### config.mk
export PLATFORM = sky130hd
export DESIGN_NAME = mem_port_arbiter
export DESIGN_NICKNAME = d
export VERILOG_FILES = /design/src/rtl/mem_port_arbiter.sv
export SDC_FILE = /design/constraint.sdc
export NUM_CORES = 1
export LEC_CHECK = 0
export BUFFER_PORTS_ARGS = -buffer_cell sky130_fd_sc_hd__buf_2
export CAP_MARGIN = 30
export CORE_MARGIN = 4
export CORE_UTILIZATION = 43
export CTS_CLUSTER_DIAMETER = 200
export CTS_CLUSTER_SIZE = 30
export DETAILED_ROUTE_END_ITERATION = 7
export GPL_ROUTABILITY_DRIVEN = 0
export MAX_ROUTING_LAYER = met4
export PLACE_DENSITY = 0.76
export SLEW_MARGIN = 20
export SYNTH_ARGS = -nofsm -noshare
export SYNTH_HDL_FRONTEND = slang
export SYNTH_SLANG_ARGS = --single-unit
### constraint.sdc
create_clock -name clk -period 2 [get_ports clk]
set_input_delay 0.2 -clock clk [delete_from_list [all_inputs] [get_ports clk]]
set_output_delay 0.2 -clock clk [all_outputs]
set_load 0.02 [all_outputs]
### src/rtl/mem_port_arbiter.sv
// Shares the core's single memory port between instruction fetch and the data stage:
// data-side priority, bounded fetch starvation, sub-word store lanes, misalignment and timeout.
module mem_port_arbiter #(
  parameter int MAX_DM_BURST = 4,
  parameter int TIMEOUT      = 255
) (
  input  logic        clk,
  input  logic        rst,
  input  logic        if_req,
  input  logic [31:0] if_addr,
  output logic [31:0] if_rdata,
  output logic        if_ack,
  output logic        if_err,
  input  logic        dm_req,
  input  logic        dm_we,
  input  logic [1:0]  dm_size,
  input  logic [31:0] dm_addr,
  input  logic [31:0] dm_wdata,
  output logic [31:0] dm_rdata,
  output logic        dm_ack,
  output logic        dm_err,
  output logic        mem_req,
  output logic        mem_we,
  output logic [31:0] mem_addr,
  output logic [3:0]  mem_be,
  output logic [31:0] mem_wdata,
  input  logic [31:0] mem_rdata,
  input  logic        mem_ack,
  output logic        stall_if,
  output logic        stall_dm
);
  localparam logic [7:0] BURST_MAX = 8'(MAX_DM_BURST);
  localparam logic [7:0] TMO_MAX   = 8'(TIMEOUT);

  typedef enum logic [1:0] {IDLE, BUSY_IF, BUSY_DM} state_t;

  state_t      state, state_nx;
  logic [7:0]  tmo_cnt, tmo_nx, tmo_inc;
  logic [7:0]  starve_cnt, starve_nx;
  logic        mem_req_nx, mem_we_nx;
  logic [31:0] mem_addr_nx, mem_wdata_nx;
  logic [3:0]  mem_be_nx;
  logic        if_ack_nx, if_err_nx, dm_ack_nx, dm_err_nx;
  logic [31:0] if_rdata_nx, dm_rdata_nx;
  logic        dm_misaligned, dm_first;
  logic [3:0]  st_be;
  logic [31:0] st_wdata;
  logic        if_addr_unused;

  // Fetches are always whole words, so the low address bits carry no information.
  assign if_addr_unused = ^if_addr[1:0];

  assign stall_if = if_req & ~if_ack;
  assign stall_dm = dm_req & ~dm_ack;
  assign tmo_inc  = tmo_cnt + 8'd1;

  always_comb begin
    dm_misaligned = (dm_size == 2'b01 && dm_addr[0]) ||
                    (dm_size[1] && dm_addr[1:0] != 2'b00);
    dm_first      = dm_req && (!if_req || starve_cnt < BURST_MAX);
    st_be         = 4'b1111;
    st_wdata      = dm_wdata;
    case (dm_size)
      2'b00: begin
        st_be    = 4'b0001 << dm_addr[1:0];
        st_wdata = {4{dm_wdata[7:0]}};
      end
      2'b01: begin
        st_be    = 4'b0011 << {dm_addr[1], 1'b0};
        st_wdata = {2{dm_wdata[15:0]}};
      end
      default: begin
        st_be    = 4'b1111;
        st_wdata = dm_wdata;
      end
    endcase
  end

  always_comb begin
    state_nx     = state;
    tmo_nx       = tmo_cnt;
    starve_nx    = starve_cnt;
    mem_req_nx   = mem_req;
    mem_we_nx    = mem_we;
    mem_addr_nx  = mem_addr;
    mem_be_nx    = mem_be;
    mem_wdata_nx = mem_wdata;
    if_ack_nx    = 1'b0;
    if_err_nx    = 1'b0;
    dm_ack_nx    = 1'b0;
    dm_err_nx    = 1'b0;
    if_rdata_nx  = if_rdata;
    dm_rdata_nx  = dm_rdata;
    case (state)
      IDLE: begin
        if (dm_first) begin
          // A misaligned access is refused without touching memory or the starvation count.
          if (dm_misaligned) begin
            dm_ack_nx = 1'b1;
            dm_err_nx = 1'b1;
          end else begin
            state_nx     = BUSY_DM;
            tmo_nx       = 8'd0;
            mem_req_nx   = 1'b1;
            mem_we_nx    = dm_we;
            mem_addr_nx  = {dm_addr[31:2], 2'b00};
            mem_be_nx    = dm_we ? st_be : 4'b1111;
            mem_wdata_nx = st_wdata;
            if (if_req)
              starve_nx = (starve_cnt < BURST_MAX) ? starve_cnt + 8'd1 : BURST_MAX;
            else
              starve_nx = 8'd0;
          end
        end else if (if_req) begin
          state_nx     = BUSY_IF;
          tmo_nx       = 8'd0;
          starve_nx    = 8'd0;
          mem_req_nx   = 1'b1;
          mem_we_nx    = 1'b0;
          mem_addr_nx  = {if_addr[31:2], 2'b00};
          mem_be_nx    = 4'b1111;
          mem_wdata_nx = 32'd0;
        end
      end
      BUSY_IF, BUSY_DM: begin
        if (mem_ack || tmo_inc == TMO_MAX) begin
          state_nx   = IDLE;
          mem_req_nx = 1'b0;
          if (state == BUSY_IF) begin
            if_ack_nx = 1'b1;
            if_err_nx = !mem_ack;
            if (mem_ack) if_rdata_nx = mem_rdata;
          end else begin
            dm_ack_nx = 1'b1;
            dm_err_nx = !mem_ack;
            if (mem_ack) dm_rdata_nx = mem_rdata;
          end
        end else begin
          tmo_nx = tmo_inc;
        end
      end
      default: begin
        state_nx   = IDLE;
        mem_req_nx = 1'b0;
      end
    endcase
  end

  always_ff @(posedge clk) begin
    if (!rst) begin
      state      <= IDLE;
      tmo_cnt    <= 8'd0;
      starve_cnt <= 8'd0;
      mem_req    <= 1'b0;
      mem_we     <= 1'b0;
      mem_addr   <= 32'd0;
      mem_be     <= 4'd0;
      mem_wdata  <= 32'd0;
      if_ack     <= 1'b0;
      if_err     <= 1'b0;
      dm_ack     <= 1'b0;
      dm_err     <= 1'b0;
      if_rdata   <= 32'd0;
      dm_rdata   <= 32'd0;
    end else begin
      state      <= state_nx;
      tmo_cnt    <= tmo_nx;
      starve_cnt <= starve_nx;
      mem_req    <= mem_req_nx;
      mem_we     <= mem_we_nx;
      mem_addr   <= mem_addr_nx;
      mem_be     <= mem_be_nx;
      mem_wdata  <= mem_wdata_nx;
      if_ack     <= if_ack_nx;
      if_err     <= if_err_nx;
      dm_ack     <= dm_ack_nx;
      dm_err     <= dm_err_nx;
      if_rdata   <= if_rdata_nx;
      dm_rdata   <= dm_rdata_nx;
    end
  end
endmodule

### Word level (Yosys, flattened, before mapping)

Index checks and enable logic that the tools add are counted.

* add/sub/neg operators: 2
* $lt $le $gt $ge: 1
* eq/ne operators: 9
* shift-type cells: 2
* mux-type cells: 43
* bitwise gates (word level): 5
* reduce and logical (&&, ||, !) cells: 21

Operators with widths (number)
* 2-to-1 mux 32 bit: 6
* 2-to-1 mux 8 bit: 8
* case mux 32 bit (2 select lines): 1
* adder 8 x 1 -> 8 bit (second input constant): 2
* 2-to-1 mux 4 bit: 4
* case mux 8 bit (2 select lines): 1
* AND reduction 4 bit: 4
* 2-to-1 mux 1 bit: 14
* AND reduction 3 bit: 3
* equality test 8 bit (second input constant): 1
* less-than comparator 8 x 3 -> 1 bit (second input constant): 1
* 2-to-1 mux 2 bit: 4
* case mux 4 bit (2 select lines): 1
* != test 2 bit (second input constant): 3
* != test 3 bit (second input constant): 2
* case mux 1 bit (2 select lines): 3
* nonzero test 2 bit: 3
* equality test 2 x 1 -> 1 bit (second input constant): 2
* zero test 2 bit: 2
* case mux 2 bit (2 select lines): 1
* left shift 1 x 2 -> 4 bit (first input constant): 1
* left shift 2 x 2 -> 4 bit (first input constant): 1
* logical AND 1 bit: 3
* logical OR 1 bit: 3
* 5 further kinds: 9

* register bits: 156
* word-level logic and storage cells: 97

### Depth between registers and ports, before layout

* depth after elaboration: 6
* gate-level depth with buffers: 9
* gate-level depth less buffers: 7

### Least setup slack after synthesis

OpenSTA, ideal clock, no wires.

* path type: register -> register
* start point: register tmo_cnt[0]
* end point: register tmo_cnt[3]
* data arrival time: 1973 ps
* data required time: 1863 ps
* slack: -110 ps
* stages on the path, launching flop included: 8
* buffers on the path: 0
* clock period less this slack: 2110 ps
* path through: dfxtp_1 > ha_1 > nand3_1 > o21a_1 > o221a_2 > a21o_2 > a21oi_1 > o211ai_1

* longest elaborated chain between the ends: 5

Ends and longest elaborated chain
* start, declared: RTL line 38 `logic [7:0] tmo_cnt, tmo_nx, tmo_inc;`
* start signal, assigned: RTL line 167 `tmo_cnt <= tmo_nx;`
* adder 8 x 1 -> 8 bit (*): RTL line 55 `assign tmo_inc = tmo_cnt + 8'd1;`
* equality test 8 bit: RTL line 126 `if (mem_ack || tmo_inc == TMO_MAX) begin`
* logical OR 1 bit: RTL line 126
* != test 2 bit (no line)
* AND reduction 4 bit (no line)

Mark *: on every way between the ends. The rest lies on a longest branch, timed or not. The select of a mux whose other input is x is not followed.
A chain may end at the register's enable or synchronous reset.

### Final worst setup path

* start point: register tmo_cnt[1]
* end point: register dm_ack

* longest elaborated chain between the ends: 5

Ends and longest elaborated chain
* adder 8 x 1 -> 8 bit: RTL line 55
* equality test 8 bit: RTL line 126
* logical OR 1 bit: RTL line 126
* 2-to-1 mux 1 bit: RTL line 126
* case mux 1 bit (2 select lines): RTL line 94 `case (state)`
* end signal, assigned: RTL line 176 `dm_ack <= dm_ack_nx;`
* end, declared: RTL line 20 `output logic dm_ack,`

Every way passes these cells.

==> results.ini <==
[timing]
fin_tns_setup_ns=0
hold_violations=0
finalSetupViolCount=0
whs_ns=0.0256
post-route-min-period_ns=1.93
period_share_pct=96.7
skew_ns=0.0102
rsz0062_at_grt=true
maxSlewViolCount=0
fmax_ghz=0.517

[floorplan]
initial_core_util_pct=43.6
core-area_um2=15100
fp.dieH_um=132
dieArea_um2=17400
ioPinCount=276
num_rows=45
die_x_um=132

[grt]
grtUsageMet1_pct=28.9
busiest_layer=met2
use_met2_pct=36.2
grt_pass1_wl_um=32100
grt_usage_pct=23.1
overflow=0
grt_pass1_vias=6446
antenna_found_initial=1
grt_max_degree=54
use_met3_pct=5.69

[layout]
layout_common_cells=271 x buf_2, 237 x nand2_1, 150 x dfxtp_1
nNetsFinal=1223
layout_commonest_cell=buf_2
drive_above_1_share_pct=32.3
fill_cells=1404
syn_to_final_growth_pct=34.8

[critical_path]
max_stage_delay_ns=0.49
endpoint_kind=flop
crit_type=flop to flop
crit_family=simple AND/OR/NAND/NOR gates
cp_slowest_cell=or4b_4
worstPathArrival_ns=2.28
required_ns=2.35
start_kind=flop
cp_max_fo=6
path_cells=ha_4 -> or4b_4 -> a32oi_4 -> a21oi_2 -> or3b_1 -> a21oi_1
r2r_slack_ns=0.07
worst-path-buf-inv=0

[clock_tree]
cts_tree=yes
htreeDepth=4
cts_setup_buffers=0
cts_root_buffer=clkbuf_16
clkSinkCount=154
path_clk_slew_ns=0.07
clockBufferDepth=2
cts_buffers=17
clkLatencyLatePin_ns=0.42
postCtsHoldBufs=0

[routing]
drc=0
viasPerCell=5.23
num_vias=6715
antenna_left=0
detailedRoute.firstPassIterationCount=5
avgRoutedWirePerCell_um=15.6
wirelength_um=20000
dr.first_iter.drc_count=366

[synthesis]
syn_inst=823
synth_edf_count=0
synth_top_family_by_area=simple AND/OR/NAND/NOR gates
synthAdderAreaFrac_pct=1.14
synthTopCellsByArea=dfxtp_1 47%, nand2_1 13%, a21boi_0 6.1%, a21oi_1 4.7%, a311oi_1 4.0%
muxShareOfSynthArea_pct=3.64
yosys.area_share.simple_pct=23.8
synth-seq-area-share_pct=46.7
ys_ff_latch=154
synth_cell_type_count=53
synthArstFlopShare_pct=0
synth_xor_area_share_pct=0.133
syn_area_per_cell_um2=8.02
synth_area_um2=6600
synthFlopType=dfxtp_1
synth_top_area_share_pct=46.7
synth_compound_area_share_pct=19.7
synth_top_area_cell=dfxtp_1
ys_warn_count=0

[pwr]
power.leakage_uw=0.00399
cellPowerDensity_nw_per_um2=886
vdd_ir_drop_max_v=0.000586

[hold_path]
hold_class=primary input to flop

[job]
max-cap-violations=0

[status]
outcome=finished, final reports clean

[placed_design]
dpl.hpwl_um=14300
port_buffers=271

-- synthesized netlist by cell type (2+ instances only) --
master      n
nand2_1   237
dfxtp_1   154
a21oi_1    62
a21boi_0   54
nor2_1     53
clkbuf_1   46
a311oi_1   30
mux2i_1    24
nand3_1    24
o21ai_0    23
nor3_1     21
nor2b_1    11
inv_1       7
buf_1       6
ha_1        6
and3_1      5
buf_2       5
a31oi_1     3
a41oi_1     3
buf_4       3
nand2b_1    3
nand4_1     3
o21a_1      3
a21oi_2     2
and2b_1     2
buf_6       2
clkbuf_8    2
o211ai_1    2
o21bai_1    2
o22ai_1     2
-- cell families after synthesis --
group / after synthesis
AO/OA/AOI/OAI: 194
XOR/XNOR: 1
adder cells (fa/ha/maj): 6
buffers and inverters: 72
flip-flops: 154
multiplexers: 24
other: 1
AND/OR/NAND/NOR: 371
-- sequential cells by signal (all words and copies together) (netlist names), 2 cells and up --
name	count
dm_rdata	32
if_rdata	32
mem_wdata	32
mem_addr	30
starve_cnt	8
tmo_cnt	8
mem_be	4
state	2
-- metal layers --
metal / share of wire [%] / vias to the layer above
li1: - / 3318
met1: 44 / 3119
met2: 47 / 250
met3: 6.7 / 28
met4: 2.5 / 0
met5: 0 / -
-- final cells by class --
class	count	area [um^2]	area share [%]
Sequential cell	154	3100	34.8
Clock buffer	19	433	4.87
Multi-Input combinational cell	598	3270	36.8
Tap cell	188	235	2.64
Timing Repair Buffer	302	1680	18.9
Antenna cell	1	2.50	0.0281
Clock inverter	13	146	1.65
Inverter	8	30.0	0.338
-- worst min-delay path, stage by stage --
cell     delay (ns)
buf_2          0.11
nand2_1        0.05
a21oi_1        0.05
-- through the flow --
stage	std cells	instance area, um^2	total power, uW	worst slack, ns	util, %
after global routing	1283	8900	8230	-0.0278	58.7
after CTS	1283	8870	7950	0.00550	58.5
final	1283	8900	7880	0.0652	58.7
after global placement	1251	8260	4760	-0.00704	54.5
after floorplan	824	6610	4210	0.0162	-
after detailed placement	1251	8260	4780	-0.0531	54.5
-- timing repair --
item / in CTS / in global routing
gates resized for setup: 8 / 10
pin swaps: 2 / 10
endpoints found under the setup margin: 9 / 13
-- path summary, 6_finish.rpt --
check | startpoint | end | cells past startpoint
worst max-delay path | tmo_cnt[1] | dm_ack | 6
worst min-delay path | mem_rdata[28] | dm_rdata[28] | 3
worst max register to register | tmo_cnt[1] | dm_ack | 6
worst min register to register | mem_wdata[4] | mem_wdata[4] | 2
-- report_power, final --
group / switching, uW / internal [uW]
logic: 859 / 515
registers: 92.4 / 3250
clock network: 1320 / 1850
total: 2270 / 5610
(Power assumes the default switching activity.)
